[config.mk]
export PLATFORM = sky130hd
export DESIGN_NAME = bpf_forwarder
export DESIGN_NICKNAME = d
export VERILOG_FILES = /design/src/rtl/bpf_forwarder.sv
export SDC_FILE = /design/constraint.sdc
export NUM_CORES = 1
export LEC_CHECK = 0
export ABC_AREA = 1
export CORE_ASPECT_RATIO = 0.9
export CORE_UTILIZATION = 57
export CTS_CLUSTER_DIAMETER = 80
export CTS_CLUSTER_SIZE = 8
export DETAILED_ROUTE_END_ITERATION = 12
export DONT_BUFFER_PORTS = 1
export PLACE_DENSITY_LB_ADDON = 0.3
export SYNTH_ARGS = -nofsm -noshare
export SYNTH_HDL_FRONTEND = slang
export SYNTH_SLANG_ARGS = --single-unit
[constraint.sdc]
create_clock -name clk -period 3.7 [get_ports clk]
set_clock_uncertainty 0.15 [all_clocks]
set_input_delay 0.74 -clock clk [delete_from_list [all_inputs] [get_ports clk]]
set_output_delay 0.74 -clock clk [all_outputs]
set_load 0.02 [all_outputs]
[src/rtl/bpf_forwarder.sv]
// Forwarder port consumer: reads an accepted packet out of packetmem word by word
// and replays it as an AXI-Stream master, then releases the buffer with forwarder_done.
module bpf_forwarder #(
  parameter int PACKET_BYTE_ADDR_WIDTH = 12,
  parameter int SNOOP_FWD_ADDR_WIDTH   = 9,
  localparam int AW = SNOOP_FWD_ADDR_WIDTH,
  localparam int DW = 2 ** (3 + PACKET_BYTE_ADDR_WIDTH - SNOOP_FWD_ADDR_WIDTH)
) (
  input  logic          clk,
  input  logic          rst,
  input  logic          ready_for_forwarder,
  input  logic [AW-1:0] len_to_forwarder,
  output logic [AW-1:0] forwarder_rd_addr,
  output logic          forwarder_rd_en,
  input  logic [DW-1:0] forwarder_rd_data,
  output logic          forwarder_done,
  output logic [DW-1:0] m_axis_tdata,
  output logic          m_axis_tvalid,
  input  logic          m_axis_tready,
  output logic          m_axis_tlast,
  output logic [31:0]   pkt_count
);

  // state  | meaning
  // IDLE   | waiting for packetmem to offer a packet
  // LATCH  | capture length, clear word counters
  // STREAM | issue reads, emit beats until the tlast beat handshakes
  // DONE   | one-cycle forwarder_done, count the packet
  // HOLD   | let packetmem drop ready_for_forwarder before sampling again
  localparam logic [2:0] S_IDLE   = 3'd0;
  localparam logic [2:0] S_LATCH  = 3'd1;
  localparam logic [2:0] S_STREAM = 3'd2;
  localparam logic [2:0] S_DONE   = 3'd3;
  localparam logic [2:0] S_HOLD   = 3'd4;

  logic [2:0]    state;
  logic [AW-1:0] len_q;
  logic [AW-1:0] issued;
  logic [AW-1:0] sent;
  logic          inflight;
  logic [DW-1:0] fifo_mem [2];
  logic          wr_ptr;
  logic          rd_ptr;
  logic [1:0]    fifo_count;
  logic          beat;
  logic [2:0]    occ;

  assign m_axis_tvalid = (fifo_count != 2'd0);
  assign m_axis_tdata  = m_axis_tvalid ? fifo_mem[rd_ptr] : '0;
  assign m_axis_tlast  = m_axis_tvalid && (sent == len_q - AW'(1));
  assign beat          = m_axis_tvalid && m_axis_tready;

  // Occupancy credits the slot freed by this cycle's beat, so a steady tready=1
  // stream issues one read per cycle while the FIFO still never exceeds two words.
  assign occ = {1'b0, fifo_count} + {2'b00, inflight} - {2'b00, beat};

  assign forwarder_rd_en   = (state == S_STREAM) && (issued < len_q) && (occ < 3'd2);
  assign forwarder_rd_addr = issued;
  assign forwarder_done    = (state == S_DONE);

  always_ff @(posedge clk) begin
    if (inflight) begin
      fifo_mem[wr_ptr] <= forwarder_rd_data;
    end
  end

  always_ff @(posedge clk) begin
    if (rst) begin
      state      <= S_IDLE;
      len_q      <= '0;
      issued     <= '0;
      sent       <= '0;
      inflight   <= 1'b0;
      wr_ptr     <= 1'b0;
      rd_ptr     <= 1'b0;
      fifo_count <= 2'd0;
      pkt_count  <= 32'd0;
    end else begin
      inflight   <= forwarder_rd_en;
      fifo_count <= fifo_count + {1'b0, inflight} - {1'b0, beat};
      if (inflight) begin
        wr_ptr <= ~wr_ptr;
      end
      if (beat) begin
        rd_ptr <= ~rd_ptr;
        sent   <= sent + AW'(1);
      end
      if (forwarder_rd_en) begin
        issued <= issued + AW'(1);
      end

      case (state)
        S_IDLE: begin
          if (ready_for_forwarder) begin
            state <= S_LATCH;
          end
        end
        S_LATCH: begin
          len_q  <= len_to_forwarder;
          issued <= '0;
          sent   <= '0;
          state  <= (len_to_forwarder == '0) ? S_DONE : S_STREAM;
        end
        S_STREAM: begin
          if (beat && m_axis_tlast) begin
            state <= S_DONE;
          end
        end
        S_DONE: begin
          pkt_count <= pkt_count + 32'd1;
          state     <= S_HOLD;
        end
        S_HOLD: begin
          state <= S_IDLE;
        end
        default: begin
          state <= S_IDLE;
        end
      endcase
    end
  end

endmodule
==> results of run 1 <==
-- worst max-delay path, cell delays in order (launching register included) --
cell and delay, ns:
dfxtp_1 0.35, inv_1 0.10, nand2_4 0.11, nand2_4 0.10, clkinv_1 0.08, ha_1 0.27, inv_1 0.06, ha_1 0.13
inv_1 0.04, fa_1 0.38, xnor2_1 0.15, nand2_1 0.15, nor3_4 0.28
-- worst max path at each step --
| stage | to | slack (ns) | cells past startpoint |
|---|---|---|---|
| after global routing | forwarder_rd_en | 0.02 | 12 |
| after global placement | forwarder_rd_en | 0.39 | 10 |
| after floorplan | forwarder_rd_en | 0.36 | 11 |
| after CTS | forwarder_rd_en | 0.04 | 12 |
| final | forwarder_rd_en | 0.18 | 12 |
| after detailed placement | forwarder_rd_en | 0.34 | 10 |
-- report_power, final --
part           internal (uW)  switching [uW]
clock network            924             815
logic                    337            1270
registers               2450            65.4
total                   3720            2150
-- state kept, by name, indices dropped and copies added, names as in the netlist, named ones only --
register / cells
fifo_count: 2
pkt_count: 32
fifo_mem: 128
state: 3
sent: 9
forwarder_rd_addr: 9
rd_ptr: 1
len_q: 9
wr_ptr: 1
inflight: 1
-- cell usage in the layout (no fill, tap or decap), types with 2 or more instances in the layout --
| master | n |
|---|---|
| buf_12 | 2 |
| buf_4 | 8 |
| ha_1 | 14 |
| inv_6 | 6 |
| inv_2 | 5 |
| nand2_4 | 2 |
| a21oi_1 | 112 |
| nor3_1 | 20 |
| o21ai_0 | 31 |
| nand2_2 | 3 |
| nor2_1 | 64 |
| nand4_1 | 6 |
| edfxtp_1 | 128 |
| nand3b_1 | 3 |
| inv_8 | 3 |
| nor3_4 | 2 |
| clkbuf_16 | 17 |
| nor2_2 | 8 |
| nor4_1 | 2 |
| nand3_2 | 5 |
| inv_1 | 75 |
| nand2_1 | 255 |
| dfxtp_1 | 67 |
| clkbuf_8 | 2 |
| o21a_1 | 4 |
| nand3_1 | 29 |
| xor2_1 | 12 |
| xnor2_1 | 7 |
-- per-stage QoR --
stage           util  hold WS, ns  total power (uW)  worst slack, ns  area, sq um
6_report       0.650        0.226              5870            0.182         9300
5_1_grt        0.650        0.199              6180           0.0230         9300
4_1_cts        0.649        0.208              5900           0.0363         9300
3_5_place_dp   0.610        0.293              4170            0.340         8730
3_3_place_gp   0.610        0.281              4150            0.387         8730
2_1_floorplan      -        0.276              3840            0.362         8500
-- final cells by class --
cell class              count  area, sq um  area share
clock buffers              20          457      0.0491
clock inverters            12          108      0.0116
inverters                  81          304      0.0327
multi-input cells         590         2890       0.310
flip-flops and latches    196         5210       0.560
well taps                 193          241      0.0260
repair buffers             10          100      0.0108
-- kinds of logic after synthesis --
family,count (synthesis),synth area share
fa+ha+maj,15,0.0230
buf+inv,110,0.0499
simple gates,406,0.205
xor+xnor,19,0.0196
compound gates,150,0.0904
flops,196,0.612
-- layer usage --
| metal | track usage | wire [um] | vias up |
|---|---|---|---|
| met3 | 0.0914 | 1880 | 19 |
| met4 | 0.0776 | 241 | 0 |
| met1 | 0.283 | 6980 | 2689 |
| met2 | 0.351 | 7950 | 208 |
| li1 | - | - | 2998 |
| met5 | 0 | 0 | - |
==> summary.txt, run 1 <==
Routing
  • Antenna violation net count after detailed routing: 0
  • Overall routed net length: 17.1 mm
  • Wire length per cell: between 15 and 20 um
  • Drt via density: between 5 and 6
  • Violation count after the first detailed-route iteration: about 360
  • Routed vias: around 5900
  • DRC violation count after routing: 0
  • First drt pass iteration count: 5

Setup path
  • Endpoint type of the worst setup path: output pin
  • Endpoint of the most critical register-to-register path: forwarder_rd_addr[0]$_SDFFE_PP0P_
  • Data arrival time of the critical path: about 2.6 ns
  • Count of cells along the worst register-to-register path: 15
  • Worst R2R Setup Slack: 0.79 ns
  • Critical path data required time: about 2.8 ns
  • Worst setup path startpoint: fifo_count[1]$_SDFF_PP0_
  • Startpoint of the worst-slack reg-to-reg timing path: fifo_count[1]$_SDFF_PP0_
  • Max Fanout on Critical Path: 6
  • Path type of the worst setup path: reg2out
  • Element type at the critical path start: flop

Die
  • Die Height: 118 um
  • Placeable Area: approximately 14000 sq um
  • Top-Level Pins: 186
  • Number of core rows: slightly above 40
  • Floorplan die width: roughly 130 um
  • Floorplan die area: 15400 sq um
  • Initial core utilization: 0.594

Synth
  • Share of the yosys chip area belonging to registers: 0.612
  • Number of library cell types mapped by synthesis: 37
  • Average footprint of a synthesized cell: roughly 9.5 sq um
  • Top cell type by total area after synthesis: edfxtp_1
  • Portion of synthesized cell area occupied by the leading cell type: 0.452
  • Commonest cells in the synthesized netlist: nand2_1 (255), edfxtp_1 (128), a21oi_1 (112)
  • Cell with the most instances after synthesis: nand2_1
  • Async SR Flop Fraction: 0
  • Post-synth EDFFs: between 100 and 150
  • Flops & latches, synth: roughly 200
  • Syn Std Cell Area: roughly 8500 sq um
  • Synthesis Warnings: 0
  • Post-Synthesis Cells: about 900
  • Primary flip-flop cell chosen by synthesis mapping: edfxtp_1
  • Top area cells in the synthesized netlist: edfxtp_1 (45%), dfxtp_1 (16%), nand2_1 (11%)
  • Net Count, Synth: slightly below 1000

Worst hold path
  • Class of the worst hold path: in2reg
  • Cell count of the worst hold path: 1
  • Min-Delay Endpoint: state[1]$_SDFFE_PP0P_
  • HP Start: rst

STA
  • Highest attainable clock frequency: ~280 MHz
  • Transition at the pin with the smallest max-transition slack: 0.904 ns
  • Final critical-path share of the clock period: 0.951
  • Pins Over Slew Limit: 0
  • Setup TNS: 0 ns
  • Worst slew slack as a fraction of its limit: 0.397
  • Min Tclk post-route: 3.52 ns
  • Setup repair after global routing missed its margin: no
  • Final number of setup-violating endpoints: 0
  • Number of endpoints with negative hold slack in the final report: 0

GRT
  • Global-route total usage across every layer: 0.225
  • Pin count of the biggest net entering global routing: 65
  • Remaining global-route overflow: 0
  • Number of global-route vias before repair: roughly 5200
  • Global-route wire length before repair: 26.4 mm
  • Antenna violations before repair: 0

Placed design
  • Final Wtd Congestion: 0.867
  • PortBufs: 0
  • Hpwl dp: 11.6 mm
  • Number of placed instances, taps included: 1070

Clock network
  • Cts repair resizes: 0
  • Clock transition at the registers of the reported paths: 0.07 ns
  • Sinks on the clock net: between 150 and 200
  • TritonCTS Buffers: 17
  • Clock tree from TritonCTS: yes
  • Number of H-tree levels: 4
  • Hold-fix buffers at CTS: 0
  • Worst-skew pair later-pin latency: approximately 0.42 ns
  • Root cell of the clock tree: clkbuf_16
  • Number of buffers on the longest clock path: 2
  • Post-CTS Setup Inserts: 0

Cells and area
  • Fraction of layout cells with a size suffix above 1: 0.0781
  • Total inserted antenna cells: 0
  • Area Overhead vs Synth: 9.42%
  • Total of fill cells in the finished design: ~1100
  • Cell Count, Final, Fillers Out: around 1100
  • Net count reported at finish: 988

Power and ir drop
  • Power density normalized to cell area: about 630 nW/um^2
  • Leakage component of the power: 0.00342 uW
  • Max VDD drop: 0.355 mV

Run
  • Max-cap violation count: 0

Status
  • Outcome: complete, no violations
Note: power is estimated with default switching activity, not from simulation.
==> run 2, diff against run 1 <==
Settings changed: CTS_CLUSTER_DIAMETER 80 to 40, SKIP_LAST_GASP set to 1.
==> results of run 2 <==
The final DEF is identical to that of run 1; final timing and power are the same.
